$ cat config.mk
export PLATFORM = sky130hd
export DESIGN_NAME = sfifo_pop_unpacker
export DESIGN_NICKNAME = d
export VERILOG_FILES = /design/src/rtl/sfifo_pop_unpacker.sv
export SDC_FILE = /design/constraint.sdc
export NUM_CORES = 1
export LEC_CHECK = 0
export ABC_AREA = 1
export BUFFER_PORTS_ARGS = -buffer_cell sky130_fd_sc_hd__buf_4
export CAP_MARGIN = 20
export CORE_MARGIN = 3
export CORE_UTILIZATION = 45
export CTS_CLUSTER_SIZE = 14
export DETAILED_ROUTE_END_ITERATION = 10
export PLACE_DENSITY = 0.77
export SLEW_MARGIN = 20
export SYNTH_ARGS = -nofsm -noshare
export SYNTH_HDL_FRONTEND = slang
export SYNTH_SLANG_ARGS = --single-unit
export TNS_END_PERCENT = 1
$ cat constraint.sdc
create_clock -name clock0 -period 4.1 [get_ports clock0]
set_input_delay 1.23 -clock clock0 [delete_from_list [all_inputs] [get_ports clock0]]
set_output_delay 1.23 -clock clock0 [all_outputs]
set_load 0.02 [all_outputs]
$ cat src/rtl/sfifo_pop_unpacker.sv
// ---------------------------------------------------------------------------
// sfifo_pop_unpacker
//
// Read-side drain engine for a single-clock synchronous FIFO. It issues POP
// against the FIFO Empty flag, captures DOUT one cycle later into a two-word
// prefetch buffer, and splits each buffered word into RATIO narrower subwords
// presented on a valid/ready stream.
//
// Parameters
//   FIFO_DATA_WIDTH : width of the FIFO read data
//   OUT_DATA_WIDTH  : subword width; RATIO = FIFO_DATA_WIDTH/OUT_DATA_WIDTH
//                     must be 1, 2 or 4
//   LSB_FIRST       : 1 emits the least significant slice first, 0 the most
//
// Ports
//   clock0         in   sole clock, rising edge
//   Sync_Reset_n   in   synchronous active-low reset
//   Flush          in   synchronous discard of buffered and in-flight data
//   Empty          in   FIFO empty flag
//   DOUT           in   FIFO read data, valid the cycle after POP
//   Underrun_Error in   FIFO underrun flag
//   POP            out  FIFO read strobe (combinational)
//   M_VALID        out  subword available
//   M_READY        in   consumer accepts the current subword
//   M_DATA         out  current subword (0 while M_VALID is low)
//   M_LAST         out  current subword is the final slice of its word
//   Protocol_Error out  sticky underrun indication, cleared by reset only
//   Word_Count     out  words popped since reset or flush, wraps
// ---------------------------------------------------------------------------
module sfifo_pop_unpacker #(
   parameter int FIFO_DATA_WIDTH = 36,
   parameter int OUT_DATA_WIDTH  = 9,
   parameter bit LSB_FIRST       = 1'b1
) (
   input  logic                       clock0,
   input  logic                       Sync_Reset_n,
   input  logic                       Flush,
   input  logic                       Empty,
   input  logic [FIFO_DATA_WIDTH-1:0] DOUT,
   input  logic                       Underrun_Error,
   output logic                       POP,
   output logic                       M_VALID,
   input  logic                       M_READY,
   output logic [OUT_DATA_WIDTH-1:0]  M_DATA,
   output logic                       M_LAST,
   output logic                       Protocol_Error,
   output logic [15:0]                Word_Count
);

   localparam int RATIO = FIFO_DATA_WIDTH / OUT_DATA_WIDTH;
   localparam int SUB_W = (RATIO > 1) ? $clog2(RATIO) : 1;
   localparam logic [SUB_W-1:0] SUB_LAST = SUB_W'(RATIO - 1);

   generate
      if (!((RATIO == 1) || (RATIO == 2) || (RATIO == 4))) begin : g_bad_ratio
         $error("sfifo_pop_unpacker: FIFO_DATA_WIDTH/OUT_DATA_WIDTH must be 1, 2 or 4");
      end
   endgenerate

   // Two-entry circular buffer; head_reg points at the word being unpacked.
   logic [FIFO_DATA_WIDTH-1:0] slot_reg [0:1];
   logic                       head_reg;
   logic                       head_next;
   logic [1:0]                 held_reg;
   logic [1:0]                 held_next;
   logic                       pending_reg;
   logic [SUB_W-1:0]           sub_reg;
   logic [SUB_W-1:0]           sub_next;
   logic                       perr_reg;
   logic [15:0]                count_reg;

   logic                       handshake;
   logic                       sub_is_last;
   logic                       release_word;
   logic                       wr_slot;
   logic [SUB_W-1:0]           sel_idx;
   logic [FIFO_DATA_WIDTH-1:0] head_word;
   logic [OUT_DATA_WIDTH-1:0]  slice_mux;
   logic [OUT_DATA_WIDTH-1:0]  slices [RATIO];

   assign M_VALID      = (held_reg != 2'd0);
   assign handshake    = M_VALID & M_READY;
   assign sub_is_last  = (sub_reg == SUB_LAST);
   assign release_word = handshake & sub_is_last;

   // Occupancy after this edge: arriving word in, retiring word out. A pop
   // is only allowed when that leaves room for the word it will return, so
   // held + pending never exceeds two.
   assign held_next = held_reg + 2'(pending_reg) - 2'(release_word);
   assign POP       = Sync_Reset_n & ~Flush & ~Empty & (held_next < 2'd2);

   // When a word is arriving, held is at most one, so the first free slot is
   // head + held (mod 2). If the head retires in the same cycle the written
   // slot becomes the new head, which is exactly what is wanted.
   assign wr_slot   = head_reg ^ held_reg[0];
   assign head_next = head_reg ^ release_word;

   always_comb begin
      sub_next = sub_reg;
      if (handshake) begin
         if (sub_is_last) begin
            sub_next = '0;
         end else begin
            sub_next = sub_reg + 1'b1;
         end
      end
   end

   // Slice selection: MSB-first simply walks the slice index downwards.
   assign head_word = slot_reg[head_reg];
   assign sel_idx   = LSB_FIRST ? sub_reg : (SUB_LAST - sub_reg);

   genvar gi;
   generate
      for (gi = 0; gi < RATIO; gi++) begin : g_slice
         assign slices[gi] = head_word[gi*OUT_DATA_WIDTH +: OUT_DATA_WIDTH];
      end
   endgenerate

   always_comb begin
      slice_mux = '0;
      for (int i = 0; i < RATIO; i++) begin
         if (sel_idx == SUB_W'(i)) begin
            slice_mux = slices[i];
         end
      end
   end

   assign M_DATA         = M_VALID ? slice_mux : '0;
   assign M_LAST         = M_VALID & sub_is_last;
   assign Protocol_Error = perr_reg;
   assign Word_Count     = count_reg;

   // Control state.
   always_ff @(posedge clock0) begin
      if (!Sync_Reset_n) begin
         held_reg    <= 2'd0;
         pending_reg <= 1'b0;
         sub_reg     <= '0;
         head_reg    <= 1'b0;
         count_reg   <= 16'd0;
         perr_reg    <= 1'b0;
      end else begin
         if (Underrun_Error) begin
            perr_reg <= 1'b1;
         end
         if (Flush) begin
            // Clearing pending drops the word returned by last cycle's pop.
            held_reg    <= 2'd0;
            pending_reg <= 1'b0;
            sub_reg     <= '0;
            head_reg    <= 1'b0;
            count_reg   <= 16'd0;
         end else begin
            held_reg    <= held_next;
            pending_reg <= POP;
            sub_reg     <= sub_next;
            head_reg    <= head_next;
            if (POP) begin
               count_reg <= count_reg + 16'd1;
            end
         end
      end
   end

   // Data storage has no reset; a slot written during flush or reset is
   // never presented because held is cleared at the same edge.
   always_ff @(posedge clock0) begin
      if (pending_reg) begin
         slot_reg[wr_slot] <= DOUT;
      end
   end

endmodule

==> out/qor.log, run 1 <==
INFO  yosys          synth_fp_nets=487
INFO  worst_setup_path worstPathArrival=2590ps
INFO  yosys          mappedNetlistArea=4288um^2
INFO  floorplan      initial_core_util=47.77%
INFO  placement      gp_congestion=0.8073
INFO  pwr            static_leakage=1.999nW
INFO  yosys          ys_warnings=0
INFO  clock_network  numCtsBuffers=9
INFO  timing         fmax=0.2619GHz
INFO  clock_network  hold_buffers=0
INFO  timing         unrepaired_setup_endpoints_after_global_routing=false
INFO  worst_setup_path timing.critical_path.from_type=input pin
INFO  routing        average_wire_length_per_cell_after_detail_routing=14.19um
INFO  floorplan      die_area=10740um^2
INFO  yosys          avg_inst_size_synth=9.790um^2
INFO  clock_network  cts_num_sinks=95
INFO  worst_setup_path cp_data_required_time=2870ps
INFO  final_layout   layout-drive-gt1-share=24.42%
INFO  routing        detail_route.wirelength=9.107mm
INFO  yosys          yosys_register_bits=95
INFO  floorplan      num_rows=34
INFO  outcome        status=finished, final reports clean
INFO  timing         totalNegativeSetupSlack=0ps
INFO  global_route   overflow=0
INFO  min_path       hold-path-cell-count=1
INFO  min_path       holdCritPathClass=reg -> reg
INFO  worst_setup_path ff2ff_path_depth=16
INFO  timing         timing.final.crit_share=93.13%
INFO  final_layout   n_antenna_cell=0
INFO  timing         timing.slew.headroom=39.36%
INFO  pwr            ir_worst_vdd=204.6uV
INFO  routing        antenna_left=0
INFO  yosys          asyncSetResetFlopFracSynth=0%
INFO  yosys          postSynthCellCount=438
INFO  timing         worst-slew-pin-transition=908.6ps
INFO  timing         finalHoldViolations=0
INFO  timing         worst_clock_skew=16.89ps
INFO  floorplan      die_x=103.6um
INFO  final_layout   num-nets-final=560
INFO  clock_network  cts_max_level=3
INFO  global_route   grt_pass1_wl=15.01mm
INFO  placement      preCtsSetupSlack=287.2ps
INFO  clock_network  ctsResizeCount=0
INFO  job            maxCapViolations=0
INFO  timing         fin_hold_ws=486.7ps
INFO  timing         final_setup_vio_count=0
INFO  yosys          synth.lib_cells_used.distinct=29
INFO  floorplan      die_h=103.6um
INFO  placement      place.port_buffers=70
INFO  timing         timing_max_transition_violations_final=0
INFO  routing        dr_total_vias=3185
INFO  clock_network  cts.clk_slew.worst_paths=100ps
INFO  clock_network  cts_setup_buffers=0
INFO  global_route   grt_max_degree=38
INFO  final_layout   synthToLayoutAreaGrowth=19.61%
INFO  floorplan      number_of_i_o_pins=71
INFO  clock_network  clk_latency=360ps
INFO  worst_setup_path worst_setup_path_end_kind=output port
INFO  routing        drc=0
INFO  worst_setup_path crit_type=in -> out
INFO  clock_network  clock_tree_from_tritoncts=yes
INFO  pwr            power-per-cell-area=342.7nW/um^2
INFO  routing        drtPass1Iterations=5
INFO  timing         min_period=3818ps
INFO  clock_network  ctsRootBufferMaster=sky130_fd_sc_hd__clkbuf_8
INFO  clock_network  max-clock-path-buffers=2
INFO  global_route   first_global_vias=3099
INFO  floorplan      core_region_area=8976um^2
INFO  final_layout   largest_register_ffs=72
INFO  yosys          synth.yosys.seq_area_share=61.16%
INFO  yosys          yosys_most_used_dff=sky130_fd_sc_hd__edfxtp_1
INFO  global_route   track_usage=17.34%
INFO  routing        drt_iter0_markers=189
INFO  worst_setup_path critPathMaxFanout=3
INFO  yosys          synth_enable_flop_cells=72
INFO  routing        avgViaCountPerCell=4.961
INFO  global_route   grt_antenna_before_repair=0
INFO  final_layout   postLayoutCellArea=5129um^2
INFO  timing         finalWorstSetupSlack=281.7ps
INFO  placement      post_dp_cell_area=4932um^2
INFO  placement      detailed_place_hpwl=6.291mm
==> cell usage in the layout, fill, tap and decap left out, drive strengths merged <==
cell,count
nand2,140
xor2,2
nand3,42
clkinv,5
clkinvlp,1
edfxtp,72
o21a,1
bufinv,1
o21ai,4
a211oi,1
dfxtp,23
ha,7
xnor2,3
buf,79
nor2,31
nand4,4
a21oi,34
inv,46
clkbuf,9
nor3,11
==> cell families after synthesis <==
logic type	share of synthesized area, %
simple gates	23.55
flops	61.16
xor+xnor	1.021
buf+inv	6.740
fa+ha+maj	2.043
compound gates	5.486
==> synthesized netlist by cell type, types with 2 or more instances <==
library cell / instances / area, um^2
sky130_fd_sc_hd__ha_1: 7 / 87.58
sky130_fd_sc_hd__nor3_1: 11 / 55.05
sky130_fd_sc_hd__a21oi_1: 26 / 130.1
sky130_fd_sc_hd__a21oi_2: 8 / 70.07
sky130_fd_sc_hd__o21ai_0: 4 / 20.02
sky130_fd_sc_hd__nand4_1: 4 / 25.02
sky130_fd_sc_hd__nand2_1: 128 / 480.5
sky130_fd_sc_hd__buf_2: 7 / 35.03
sky130_fd_sc_hd__dfxtp_1: 23 / 460.4
sky130_fd_sc_hd__nor2_2: 5 / 31.28
sky130_fd_sc_hd__nor2_1: 25 / 93.84
sky130_fd_sc_hd__nand2_2: 11 / 68.82
sky130_fd_sc_hd__xor2_1: 2 / 17.52
sky130_fd_sc_hd__buf_4: 4 / 30.03
sky130_fd_sc_hd__clkbuf_1: 4 / 15.01
sky130_fd_sc_hd__edfxtp_1: 72 / 2162
sky130_fd_sc_hd__xnor2_1: 3 / 26.28
sky130_fd_sc_hd__nand3_1: 39 / 195.2
sky130_fd_sc_hd__nand3_2: 2 / 20.02
sky130_fd_sc_hd__inv_1: 44 / 165.2
==> worst max-delay path, cell delays in order <==
cell and delay [ps]:
sky130_fd_sc_hd__buf_4 80, sky130_fd_sc_hd__inv_1 30, sky130_fd_sc_hd__nor2_1 130, sky130_fd_sc_hd__nand2_1 100
sky130_fd_sc_hd__inv_1 70, sky130_fd_sc_hd__ha_1 220, sky130_fd_sc_hd__inv_1 60, sky130_fd_sc_hd__ha_1 200
sky130_fd_sc_hd__inv_1 70, sky130_fd_sc_hd__nand3_2 100, sky130_fd_sc_hd__nand3_4 110, sky130_fd_sc_hd__inv_6 60
sky130_fd_sc_hd__buf_4 130
==> final timing paths <==
kind	slack, ps	end	startpoint
max	280	POP	M_READY
min	490	Protocol_Error	Protocol_Error
max reg2reg	1740	Word_Count[15]	held_reg[0]
min reg2reg	490	Protocol_Error	Protocol_Error
==> power by group <==
group          leakage [nW]  total (mW)  internal, mW  switching, mW
combinational          1.06      0.0901        0.0419         0.0482
clock                0.0972       0.614         0.283          0.331
sequential            0.839        1.05          1.05        0.00496
==> cell type report <==
class	instances	area [um^2]
inverters	46	177.7
flip-flops and latches	95	2623
clock inverters	7	72.57
well taps	126	157.7
repair buffers	79	593.1
fillers	786	3847
clock buffers	9	123.9
multi-input cells	280	1381
==> layer usage <==
layer,up-vias,part of all wire [%],track usage [%]
met5,-,0,0
met4,0,1.5,6.648
met3,14,6.3,4.415
met2,101,47,27.76
met1,1481,45,22.80
li1,1589,-,-
==> metrics by stage <==
step	util [%]	power (mW)	std cells
3_5_place_dp	54.95	1.166	626
6_report	57.14	1.758	642
5_1_grt	57.14	1.825	642
4_1_cts	57.14	1.772	642
2_1_floorplan	-	1.113	438
3_3_place_gp	54.95	1.162	626
(Power assumes the default switching activity.)
==> run 2: changes to the inputs <==
--- a/config.mk
+++ b/config.mk
@@ -9,10 +9,10 @@
 export BUFFER_PORTS_ARGS = -buffer_cell sky130_fd_sc_hd__buf_4
 export CAP_MARGIN = 20
 export CORE_MARGIN = 3
-export CORE_UTILIZATION = 45
+export CORE_UTILIZATION = 55
 export CTS_CLUSTER_SIZE = 14
 export DETAILED_ROUTE_END_ITERATION = 10
-export PLACE_DENSITY = 0.77
+export PLACE_DENSITY = 0.87
 export SLEW_MARGIN = 20
 export SYNTH_ARGS = -nofsm -noshare
 export SYNTH_HDL_FRONTEND = slang
==> run 2 against run 1 <==
Effect of this change:
- final cell count is 4.2% lower
- clock power down 7.8%
- sequential cell count is the same
- global-route usage rose by 4.3 points
- via count grew 2.9%
- combinational power is 0.4% lower
- design area shrank 0.98%
- worst hold slack worse by 14 ps
- highest routed layer unchanged
==> out/qor.log, run 2 (synthesized netlist as in run 1, its figures left out) <==
INFO  placement      place.port_buffers=70 [unchanged]
INFO  placement      preCtsSetupSlack=292.1ps [+4.838 ps]
INFO  floorplan      die_h=94.30um [-9.0%]
INFO  final_layout   utilization=68.55% [+11 points]
INFO  clock_network  numCtsBuffers=9 [unchanged]
INFO  worst_setup_path critPathMaxFanout=3 [unchanged]
INFO  timing         min_period=3802ps [-16.19 ps]
INFO  worst_setup_path cp_data_required_time=2870ps [about the same]
INFO  worst_setup_path timing.critical_path.from_type=input pin
INFO  pwr            static_leakage=1.997nW [about the same]
INFO  worst_setup_path timing.critical_path.from=M_READY
INFO  clock_network  clock_tree_from_tritoncts=yes
INFO  timing         final_setup_vio_count=0 [unchanged]
INFO  clock_network  clk_latency=370ps [about the same]
INFO  job            maxCapViolations=0 [unchanged]
INFO  timing         unrepaired_setup_endpoints_after_global_routing=false
INFO  floorplan      core_region_area=7408um^2 [-17%]
INFO  placement      post_dp_cell_area=4898um^2 [-0.68%]
INFO  clock_network  ctsResizeCount=0 [unchanged]
INFO  routing        drtPass1Iterations=5 [unchanged]
INFO  routing        dr_total_vias=3276 [+2.9%]
INFO  final_layout   layout_commonest_cell=sky130_fd_sc_hd__nand2_1
INFO  global_route   grt_pass1_wl=14.68mm [-2.2%]
INFO  worst_setup_path slowest_stage=sky130_fd_sc_hd__ha_1
INFO  placement      gp_congestion=0.8296 [+2.8%]
INFO  min_path       holdCritPathClass=reg -> reg
INFO  clock_network  cts_num_sinks=95 [unchanged]
INFO  global_route   first_global_vias=3209 [+3.5%]
INFO  routing        avgViaCountPerCell=5.327 [+7.4%]
INFO  worst_setup_path critical_path.n_buffers_inverters=7 [unchanged]
INFO  timing         fin_hold_ws=473.1ps [-13.60 ps]
INFO  worst_setup_path crit_path_cell_trace=buf_4 -> inv_1 -> nor2_1 -> nand2_1 -> inv_1 -> ha_1 -> inv_1 -> ha_1 -> inv_1 -> nand3_2 -> nand3_4 -> inv_6 -> buf_4
INFO  worst_setup_path critPathTopFamily=buffers and inverters
INFO  worst_setup_path ff2ff_path_depth=15 [-1]
INFO  routing        antenna_left=0 [unchanged]
INFO  global_route   grt_max_degree=38 [unchanged]
INFO  timing         worst_clock_skew=6.534ps [-10.36 ps]
INFO  clock_network  max-clock-path-buffers=2 [unchanged]
INFO  worst_setup_path crit_path_max_incr_delay=260ps [+40 ps]
INFO  final_layout   largest_register_ffs=72 [unchanged]
INFO  pwr            totalPowerFinal=1.709mW [-2.8%]
INFO  floorplan      die_area=8892um^2 [-17%]
INFO  worst_setup_path crit_type=in -> out
INFO  pwr            ir_worst_vdd=243.0uV [+19%]
INFO  final_layout   final_cell_mix=sky130_fd_sc_hd__nand2_1, sky130_fd_sc_hd__buf_4, sky130_fd_sc_hd__edfxtp_1
INFO  worst_setup_path critical-path-top-cell-by-count=sky130_fd_sc_hd__inv_1
INFO  worst_setup_path worstPathArrival=2570ps [-20 ps]
INFO  clock_network  cts_setup_buffers=0 [unchanged]
INFO  timing         worst-slew-pin-transition=500.8ps [-407.8 ps]
INFO  worst_setup_path critical_path_cell_count=13 [unchanged]
INFO  routing        average_wire_length_per_cell_after_detail_routing=14.88um [+4.9%]
INFO  clock_network  cts.clk_slew.worst_paths=90ps [about the same]
INFO  clock_network  ctsRootBufferMaster=sky130_fd_sc_hd__clkbuf_8
INFO  worst_setup_path worst_setup_path_end_kind=output port
INFO  placement      detailed_place_hpwl=6.176mm [-1.8%]
INFO  floorplan      num_rows=31 [-8.8%]
INFO  worst_setup_path endpoint=POP
INFO  final_layout   synthToLayoutAreaGrowth=18.44%
INFO  timing         totalNegativeSetupSlack=0ps [unchanged]
INFO  final_layout   num-nets-final=560 [unchanged]
INFO  placement      place.detailed.instances=599 [-4.3%]
INFO  global_route   grt_antenna_before_repair=0 [unchanged]
INFO  timing         fmax=0.2630GHz [+0.43%]
INFO  floorplan      number_of_i_o_pins=71 [unchanged]
INFO  routing        drt_iter0_markers=238 [+26%]
INFO  timing         timing.slew.headroom=66.62% [+27 points]
INFO  routing        drc=0 [unchanged]
INFO  routing        detail_route.wirelength=9.152mm [+0.49%]
INFO  worst_setup_path reg2reg_setup_slack=1750ps [about the same]
INFO  timing         finalWorstSetupSlack=297.9ps [+16.19 ps]
INFO  clock_network  cts_max_level=3 [unchanged]
INFO  timing         timing.final.crit_share=92.73% [-0.39 points]
INFO  pwr            power-per-cell-area=336.5nW/um^2 [-1.8%]
INFO  final_layout   postLayoutCellArea=5079um^2 [-0.98%]
INFO  final_layout   n_antenna_cell=0 [unchanged]
INFO  worst_setup_path crit-reg2reg-capture=Word_Count[15]
INFO  global_route   overflow=0 [unchanged]
INFO  final_layout   layout.cells.non_filler=615 [-4.2%]
INFO  final_layout   layout-drive-gt1-share=24.61% [+0.19 points]
INFO  floorplan      initial_core_util=57.88% [+10 points]
INFO  floorplan      die_x=94.30um [-9.0%]
INFO  timing         timing_max_transition_violations_final=0 [unchanged]
INFO  timing         finalHoldViolations=0 [unchanged]
INFO  worst_setup_path rr_startpoint=sel_idx[0]
INFO  clock_network  hold_buffers=0 [unchanged]
INFO  outcome        status=finished, final reports clean
INFO  global_route   track_usage=21.64% [+4.3 points]
[run 2: how the worst min path moves through the flow]
stage / to / cells after the start / from
finish: Protocol_Error / 1 / Protocol_Error
global route: Protocol_Error / 1 / Protocol_Error
CTS: Protocol_Error / 1 / Protocol_Error
detailed placement: Protocol_Error / 1 / Protocol_Error
global placement: Protocol_Error / 1 / Protocol_Error
floorplan: sel_idx[1] / 2 / sel_idx[1]
[run 2: area by class of cell]
cell class	instances	area (um^2)
clock buffer	9	123.9
multi-input combinational	280	1381
clock inverter	7	56.30
timing repair buffer	79	593.1
sequential	95	2623
inverter	46	177.7
fill	544	2330
tap	99	123.9
[run 2: per-layer routing]
metal	GRT usage, %	part of all wire, %	vias to the layer above
met1	27.76	42	1525
li1	-	-	1586
met2	35.58	48	143
met3	4.327	7.1	22
met5	0	0	-
met4	9.507	2.4	0
[run 2: report_power, final]
| part | internal [mW] | switching (mW) |
|---|---|---|
| clock network | 0.228 | 0.338 |
| registers | 1.05 | 0.00486 |
| logic | 0.0418 | 0.0479 |
| total | 1.32 | 0.391 |
